==> config.mk <==
export PLATFORM = sky130hd
export DESIGN_NAME = reset_sequencer
export DESIGN_NICKNAME = d
export VERILOG_FILES = /design/src/rtl/rst_seq_pkg.sv /design/src/rtl/reset_synchronizer.sv /design/src/rtl/reset_sequencer.sv
export SDC_FILE = /design/constraint.sdc
export NUM_CORES = 1
export LEC_CHECK = 0
export BUFFER_PORTS_ARGS = -buffer_cell sky130_fd_sc_hd__clkbuf_2
export CAP_MARGIN = 15
export CORE_MARGIN = 1.5
export CORE_UTILIZATION = 50
export CTS_CLUSTER_SIZE = 25
export DETAILED_ROUTE_END_ITERATION = 10
export PLACE_DENSITY = 0.69
export SYNTH_ARGS = -nofsm -noshare
export SYNTH_HDL_FRONTEND = slang
export SYNTH_SLANG_ARGS = --single-unit
export TNS_END_PERCENT = 50
==> constraint.sdc <==
create_clock -name clk -period 3.35 [get_ports clk]
set_input_delay 0.1675 -clock clk [delete_from_list [all_inputs] [get_ports clk]]
set_output_delay 0.1675 -clock clk [all_outputs]
set_load 0.02 [all_outputs]
==> src/rtl/rst_seq_pkg.sv <==
// Shared state encoding, default parameters and counter-width helper for reset_sequencer.
package rst_seq_pkg;

   typedef enum logic [1:0] {
      ST_SYNC  = 2'd0,
      ST_HOLD  = 2'd1,
      ST_STAGE = 2'd2,
      ST_DONE  = 2'd3
   } rst_state_e;

   localparam int DEF_NUM_STAGES  = 4;
   localparam int DEF_STAGE_DLY   = 8;
   localparam int DEF_SYNC_STAGES = 2;
   localparam int DEF_SOFT_HOLD   = 16;

   function automatic int cnt_width(input int a, input int b);
      return $clog2(((a > b) ? a : b) + 1);
   endfunction

endpackage

==> src/rtl/reset_synchronizer.sv <==
// Reset bridge: rst_sync_n drops asynchronously with reset and rises SYNC_STAGES
// clk edges after reset is released.
module reset_synchronizer #(
   parameter int SYNC_STAGES = 2
) (
   input  logic clk,
   input  logic reset,
   output logic rst_sync_n
);

   logic [SYNC_STAGES-1:0] r_chain;

   always_ff @(posedge clk or posedge reset) begin
      if (reset) begin
         r_chain <= '0;
      end else begin
         r_chain <= {r_chain[SYNC_STAGES-2:0], 1'b1};
      end
   end

   assign rst_sync_n = r_chain[SYNC_STAGES-1];

endmodule

==> src/rtl/reset_sequencer.sv <==
// Sequenced reset controller: async assert, synchronized staged release, soft-reset replay.
// Define RST_SEQ_CNT_EN to add the saturating soft_rst_cnt output.
module reset_sequencer
   import rst_seq_pkg::*;
#(
   parameter int NUM_STAGES  = DEF_NUM_STAGES,
   parameter int STAGE_DLY   = DEF_STAGE_DLY,
   parameter int SYNC_STAGES = DEF_SYNC_STAGES,
   parameter int SOFT_HOLD   = DEF_SOFT_HOLD
) (
   input  logic                  clk,
   input  logic                  reset,
   input  logic                  soft_req,
   output logic                  soft_ack,
   output logic [NUM_STAGES-1:0] rst_out,
   output logic                  rst_done,
`ifdef RST_SEQ_CNT_EN
   output logic [7:0]            soft_rst_cnt,
`endif
   output logic                  busy
);

   localparam int CW = cnt_width(STAGE_DLY, SOFT_HOLD);
   localparam int IW = $clog2(NUM_STAGES + 1);
   localparam logic [CW-1:0] DLY_LAST  = CW'(STAGE_DLY - 1);
   localparam logic [CW-1:0] HOLD_LAST = CW'(SOFT_HOLD - 1);
   localparam logic [IW-1:0] IDX_LAST  = IW'(NUM_STAGES - 1);

   rst_state_e            r_state, w_state_next;
   logic [CW-1:0]         r_cnt, w_cnt_next;
   logic [IW-1:0]         r_idx, w_idx_next;
   logic                  r_pend, w_pend_next;
   logic                  r_soft_seq, w_soft_seq_next;
   logic [NUM_STAGES-1:0] r_rst_out, w_rst_out_next;
   logic                  r_rst_done, w_rst_done_next;
   logic                  r_soft_ack, w_ack_next;
   logic                  r_busy;
   logic                  w_sync_n, w_stage_step, w_enter_hold, w_release, w_last;

   reset_synchronizer #(.SYNC_STAGES(SYNC_STAGES)) u_sync (
      .clk        (clk),
      .reset      (reset),
      .rst_sync_n (w_sync_n)
   );

   always_comb begin
      w_state_next    = r_state;
      w_cnt_next      = r_cnt;
      w_idx_next      = r_idx;
      w_pend_next     = r_pend;
      w_soft_seq_next = r_soft_seq;
      w_enter_hold    = 1'b0;
      w_release       = 1'b0;
      w_last          = 1'b0;
      // SYNC with the chain released acts as STAGE at cnt=0/idx=0, so the state
      // change lands on the same edge the last synchronizer flop goes high.
      w_stage_step    = (r_state == ST_STAGE) || ((r_state == ST_SYNC) && w_sync_n);

      if (soft_req && (r_state != ST_DONE)) begin
         w_pend_next = 1'b1;
      end

      case (r_state)
         ST_HOLD: begin
            if (r_cnt == HOLD_LAST) begin
               w_state_next = ST_STAGE;
               w_cnt_next   = '0;
               w_idx_next   = '0;
            end else begin
               w_cnt_next = r_cnt + 1'b1;
            end
         end
         ST_DONE: begin
            if (soft_req || r_pend) begin
               w_state_next    = ST_HOLD;
               w_cnt_next      = '0;
               w_pend_next     = 1'b0;
               w_soft_seq_next = 1'b1;
               w_enter_hold    = 1'b1;
            end
         end
         default: ;
      endcase

      if (w_stage_step) begin
         w_state_next = ST_STAGE;
         if (r_cnt == DLY_LAST) begin
            w_cnt_next = '0;
            w_release  = 1'b1;
            if (r_idx == IDX_LAST) begin
               w_last       = 1'b1;
               w_state_next = ST_DONE;
            end else begin
               w_idx_next = r_idx + 1'b1;
            end
         end else begin
            w_cnt_next = r_cnt + 1'b1;
         end
      end

      if (w_last) begin
         w_soft_seq_next = 1'b0;
      end
   end

   generate
      for (genvar gi = 0; gi < NUM_STAGES; gi++) begin : g_out
         assign w_rst_out_next[gi] = w_enter_hold ? 1'b1 :
                                     (w_release && (r_idx == IW'(gi))) ? 1'b0 : r_rst_out[gi];
      end
   endgenerate

   assign w_rst_done_next = w_last ? 1'b1 : (w_enter_hold ? 1'b0 : r_rst_done);
   assign w_ack_next      = w_last && r_soft_seq;

   always_ff @(posedge clk or posedge reset) begin
      if (reset) begin
         r_state    <= ST_SYNC;
         r_cnt      <= '0;
         r_idx      <= '0;
         r_pend     <= 1'b0;
         r_soft_seq <= 1'b0;
         r_rst_out  <= '1;
         r_rst_done <= 1'b0;
         r_soft_ack <= 1'b0;
         r_busy     <= 1'b1;
      end else begin
         r_state    <= w_state_next;
         r_cnt      <= w_cnt_next;
         r_idx      <= w_idx_next;
         r_pend     <= w_pend_next;
         r_soft_seq <= w_soft_seq_next;
         r_rst_out  <= w_rst_out_next;
         r_rst_done <= w_rst_done_next;
         r_soft_ack <= w_ack_next;
         r_busy     <= (w_state_next != ST_DONE);
      end
   end

`ifdef RST_SEQ_CNT_EN
   logic [7:0] r_soft_rst_cnt;

   always_ff @(posedge clk or posedge reset) begin
      if (reset) begin
         r_soft_rst_cnt <= '0;
      end else if (w_ack_next && (r_soft_rst_cnt != 8'hFF)) begin
         r_soft_rst_cnt <= r_soft_rst_cnt + 8'd1;
      end
   end

   assign soft_rst_cnt = r_soft_rst_cnt;
`endif

   assign rst_out  = r_rst_out;
   assign rst_done = r_rst_done;
   assign soft_ack = r_soft_ack;
   assign busy     = r_busy;

endmodule
### Yosys cells after proc, flatten, opt, wreduce, memory -nomap -nowiden

Index checks and enable logic that the tools add are counted.
Widths: inputs -> output; s select.

| word-level totals | value |
|---|---|
| register bits | 21 |

| operators by class | value |
|---|---|
| add/subtract/negate cells | 2 |
| eq/ne operators | 11 |
| mux-type cells | 39 |
| reduce and logical (&&, ||, !) cells | 21 |

Operators with widths:

| cell | count |
|---|---|
| $mux 1 | 25 |
| $mux 5 | 4 |
| $mux 3 | 5 |
| $reduce_bool 2->1 | 7 |
| $pmux 5 s2 | 1 |
| $logic_and 1x1->1 | 7 |
| $eq 3x2->1 const B | 2 |
| $mux 2 | 3 |
| $add 5x1->5 const B | 1 |
| $eq 5x3->1 const B | 1 |
| $eq 5x4->1 const B | 1 |
| $eq 2x2->1 const B | 2 |
| $ne 2x2->1 const B | 2 |
| $pmux 2 s2 | 1 |
| $reduce_and 2->1 | 2 |
| $add 3x1->3 const B | 1 |
| $eq 3x1->1 const B | 1 |
| $logic_not 3->1 | 1 |
| $ne 3x3->1 const B | 1 |
| $reduce_bool 3->1 | 1 |
| $eq 2x1->1 const B | 1 |
| $logic_not 2->1 | 1 |
| $logic_or 1x1->1 | 2 |

### Logic depth before layout (Yosys ltp)

| logic depth | value |
|---|---|
| depth in word-level cells | 7 |
| mapped depth | 8 |
| depth with buffers taken out | 8 |

### Cells and area by module

From an unflattened synthesis, not the netlist that was laid out.

| unflattened totals | value |
|---|---|
| cell total of the unflattened synthesis | 98 |
| area, all modules | 1058.5 um^2 |

By module, submodules not included:

| module | times used | cells an instance | area an instance (um^2) | seq. area each (um^2) |
|---|---|---|---|---|
| reset_sequencer | 1 | 94 | 1001.0 | 481.7 |
| reset_synchronizer | 1 | 4 | 57.6 | 50.0 |

### Least setup slack after synthesis

Ideal clock, no wire load.

| path | value |
|---|---|
| kind | reg2reg |
| start point | register r_cnt[0] |
| end point | register r_cnt[0] |
| library setup time | 0.076 ns |
| arrival time | 1.568 ns |
| data required time | 3.274 ns |
| slack | 1.706 ns |
| stages on the path, launching flop included | 9 |
| period minus slack after synthesis | 1.644 ns |
| cell sequence | dfrtp_1 -> ha_1 -> nand3_1 -> inv_1 -> ha_1 -> or2_4 -> mux2i_4 -> nand2_1 -> o21ai_1 |

| on the way | value |
|---|---|
| longest elaborated chain between the ends | 4 |
| elaborated cells between the ends (all ways) | 7 |
| those cells by class | add/sub (1); eq/ne (2); mux (4) |

RTL lines:

| element | RTL line | source |
|---|---|---|
| start: declaration | reset_sequencer.sv:30 | `logic [CW-1:0] r_cnt, w_cnt_next;` |
| start signal: assignment | reset_sequencer.sv:129 | `r_cnt <= w_cnt_next;` |
| $add 5x1->5 or $eq 5x4->1 (tied branches) | reset_sequencer.sv:70, reset_sequencer.sv:97, reset_sequencer.sv:65 |  |
| $mux 5 | reset_sequencer.sv:65 | `if (r_cnt == HOLD_LAST) begin` |
| $pmux 5 s2 | reset_sequencer.sv:63 | `case (r_state)` |
| $mux 5 * | reset_sequencer.sv:85 | `if (w_stage_step) begin` |

Every way passes the cells marked *; elsewhere a longest branch is shown, timed or not.
A chain may end at the register's enable or synchronous reset.

### Worst setup path after layout

| path | value |
|---|---|
| start point | register r_cnt[0] |
| end point | register r_cnt[3] |

Same word-level chain as after synthesis.

==> results.py <==
metrics = {
    "status": {
        "status": "finished, violations left",
        "violations": "hold timing",
    },
    "cells_and_area": {
        "antenna_cells": 0,
        "final_cells": 140,
        "final_common_cell": "dfrtp_1",
        "fin_nets": 124,
        "area_growth_pct": 8.23,
        "final_cell_mix": "dfrtp_1 (16), nand2_1 (15), clkbuf_2 (9)",
        "drive_above_1_share_pct": 27.4,
    },
    "yosys": {
        "synth_seq_cells": 21,
        "syn_area_sq_um": 1090,
        "synth_cell_types": 32,
        "synthFlopType": "dfrtp_1",
        "async_flop_share_pct": 100,
        "postSynthAreaPerCell_sq_um": 10.7,
        "synth_edf_count": 0,
        "synth_cells": 102,
        "synth_fp_nets": 112,
        "seq_area_frac_synth_pct": 48.6,
        "ys.warnings.count": 0,
    },
    "placement": {
        "place_ws_ns": 1.56,
        "portBuffers": 9,
        "dp_hpwl_microns": 1410,
        "dp.cells": 136,
        "gp_congestion": 0.833,
    },
    "drt": {
        "vias": 730,
        "vias_per_cell": 5.21,
        "drc": 0,
        "drtAntennaViolNets": 0,
        "wl_per_cell_microns": 13.5,
        "drtIter0Drc": 6,
        "drt-pass1-iter-count": 4,
        "drt-total-wl_microns": 1890,
    },
    "clocking": {
        "root_buffer": "clkbuf_4",
        "clk_pin_slew_ns": 0.12,
        "clock_latency_ns": 0.30,
        "cts_setup_buffers": 0,
        "cts_sinks": 21,
        "cts_buffer_depth": 2,
        "cts_buffers": 3,
        "tritoncts": "yes",
        "hold_buffers": 0,
        "cts_max_level": 1,
        "cts_resized": 0,
    },
    "pwr": {
        "combPwrFrac_pct": 1.9,
        "switching_power_mw": 0.0825,
        "netSwitchingFraction_pct": 21.5,
        "p_per_area_nw_per_um2": 323,
        "seqPwrFrac_pct": 66.8,
        "cellLeakagePower_nw": 0.555,
        "total_power_mw": 0.383,
        "clkPwrFrac_pct": 31.3,
        "intPower_mw": 0.301,
        "irDropWorstVdd_mv": 0.242,
    },
    "worst_setup_path": {
        "critPathMaxStageDelay_ns": 0.43,
        "reg2regPathDepth": 8,
        "cp-start-kind": "flip-flop",
        "startpoint": "r_cnt[0]$_DFFE_PP0P_",
        "cp_top_family": "simple AND/OR/NAND/NOR gates",
        "critPathRequiredTime_ns": 3.58,
        "crit_path_end_kind": "flip-flop",
        "ff2ff_setup_slack_ns": 1.54,
        "path_cells": "ha_1, nand3_1, inv_1, ha_1, or2_4, mux2i_4, nand3_1, o21ai_1",
        "cp_max_fo": 5,
        "slowest_stage": "dfrtp_1",
        "reg2reg_from": "r_cnt[0]$_DFFE_PP0P_",
        "timing.rr.end": "r_cnt[3]$_DFFE_PP0P_",
        "arrival_ns": 2.04,
        "crit_type": "reg -> reg",
        "cp_num_buf_inv": 1,
    },
    "floorplanning": {
        "initial_core_util_pct": 54.7,
        "die_height_microns": 49.8,
        "num_rows": 16,
        "die_area_sq_um": 2480,
        "num_io_pins": 10,
        "die_w_microns": 49.8,
        "core_sq_um": 2000,
    },
    "timing": {
        "finClkSkew_ns": 0.00267,
        "fin_crit_ns": 1.81,
        "slew_viol_final": 0,
        "rsz0062_at_grt": "false",
        "fmaxAchievable_ghz": 0.553,
        "finalSetupViolations": 0,
        "maxSlewHeadroom_pct": 48.0,
        "setup_slack_ns": 1.54,
        "worst_slew_pin_slew_ns": 0.779,
        "hold_slack_ns": -0.0292,
        "hold_viol": 16,
        "tns_ns": 0,
        "fin_crit_sh_pct": 54.0,
    },
    "flow_run": {
        "drv_cap": 0,
    },
    "grt": {
        "grt_start_max_net_pins": 22,
        "grt_pass1_wl_microns": 3300,
        "grt_pass1_vias": 772,
        "antenna_found_initial": 0,
        "track_usage_pct": 17.8,
        "grt_overflow_total": 0,
    },
    "hold_path": {
        "hp-class": "in -> async",
    },
}
## state kept, by name (all words and copies together), names as in the netlist, 2 cells and up
register        count
r_cnt               5
r_idx               3
r_state             2
rst_out             4
u_sync.r_chain      2
## cell type report
class                      count  area [sq um]
clock inverter                 1          5.00
multi-input combinational     71           517
inverter                       8          30.0
tap                           27          33.8
fill                         173           817
timing repair buffer           9          45.0
sequential                    21           532
clock buffer                   3          22.5
## worst max path at each step
stage / endpoint / cells past startpoint
global placement: r_cnt[3]$_DFFE_PP0P_ / 8
CTS: r_cnt[3]$_DFFE_PP0P_ / 8
global route: r_cnt[0]$_DFFE_PP0P_ / 8
finish: r_cnt[3]$_DFFE_PP0P_ / 8
floorplan: r_cnt[0]$_DFFE_PP0P_ / 8
detailed placement: r_cnt[3]$_DFFE_PP0P_ / 8
## synth_stat cells, types with 2 or more instances
cell | count | area, sq um
a21o_1 | 4 | 30.0
a21oi_1 | 6 | 30.0
dfrtp_1 | 16 | 400
dfstp_2 | 5 | 131
ha_1 | 7 | 87.6
inv_1 | 8 | 30.0
nand2_1 | 15 | 56.3
nand3_1 | 4 | 20.0
nor2_1 | 7 | 26.3
nor3_2 | 3 | 30.0
o21ai_0 | 5 | 25.0
o21ai_1 | 2 | 10.0
## metrics by stage
step	utilization (%)	instance area (sq um)
after floorplan	-	1090
after global placement	57.8	1160
after detailed placement	57.8	1160
after CTS	59.2	1180
after global routing	59.2	1180
final	59.2	1180
## routing by layer
metal	global-route usage [%]	up-vias	routed length (microns)
li1	-	367	-
met4	6.94	0	12
met3	2.73	2	45
met1	19.3	352	793
met2	34.0	9	1040
met5	0	-	0
## logic make-up after synthesis
group / Yosys count / synth area share (%)
AND/OR/NAND/NOR: 38 / 21.9
buffers and inverters: 10 / 4.23
flip-flops: 21 / 48.6
other: 1 / 0.343
adder cells (fa/ha/maj): 7 / 8.00
AO/OA/AOI/OAI: 23 / 13.9
multiplexers: 2 / 2.97
## power groups by stage
| stage | Sequential, mW | Combinational, mW | Clock [mW] |
|---|---|---|---|
| after floorplan | 0.260 | 0.00468 | 0 |
| after global placement | 0.260 | 0.00739 | 0 |
| after detailed placement | 0.261 | 0.00774 | 0 |
| after CTS | 0.256 | 0.00775 | 0.128 |
| after global routing | 0.256 | 0.00889 | 0.136 |
| final | 0.256 | 0.00715 | 0.120 |
No activity file was read; power rests on OpenSTA's default activity.
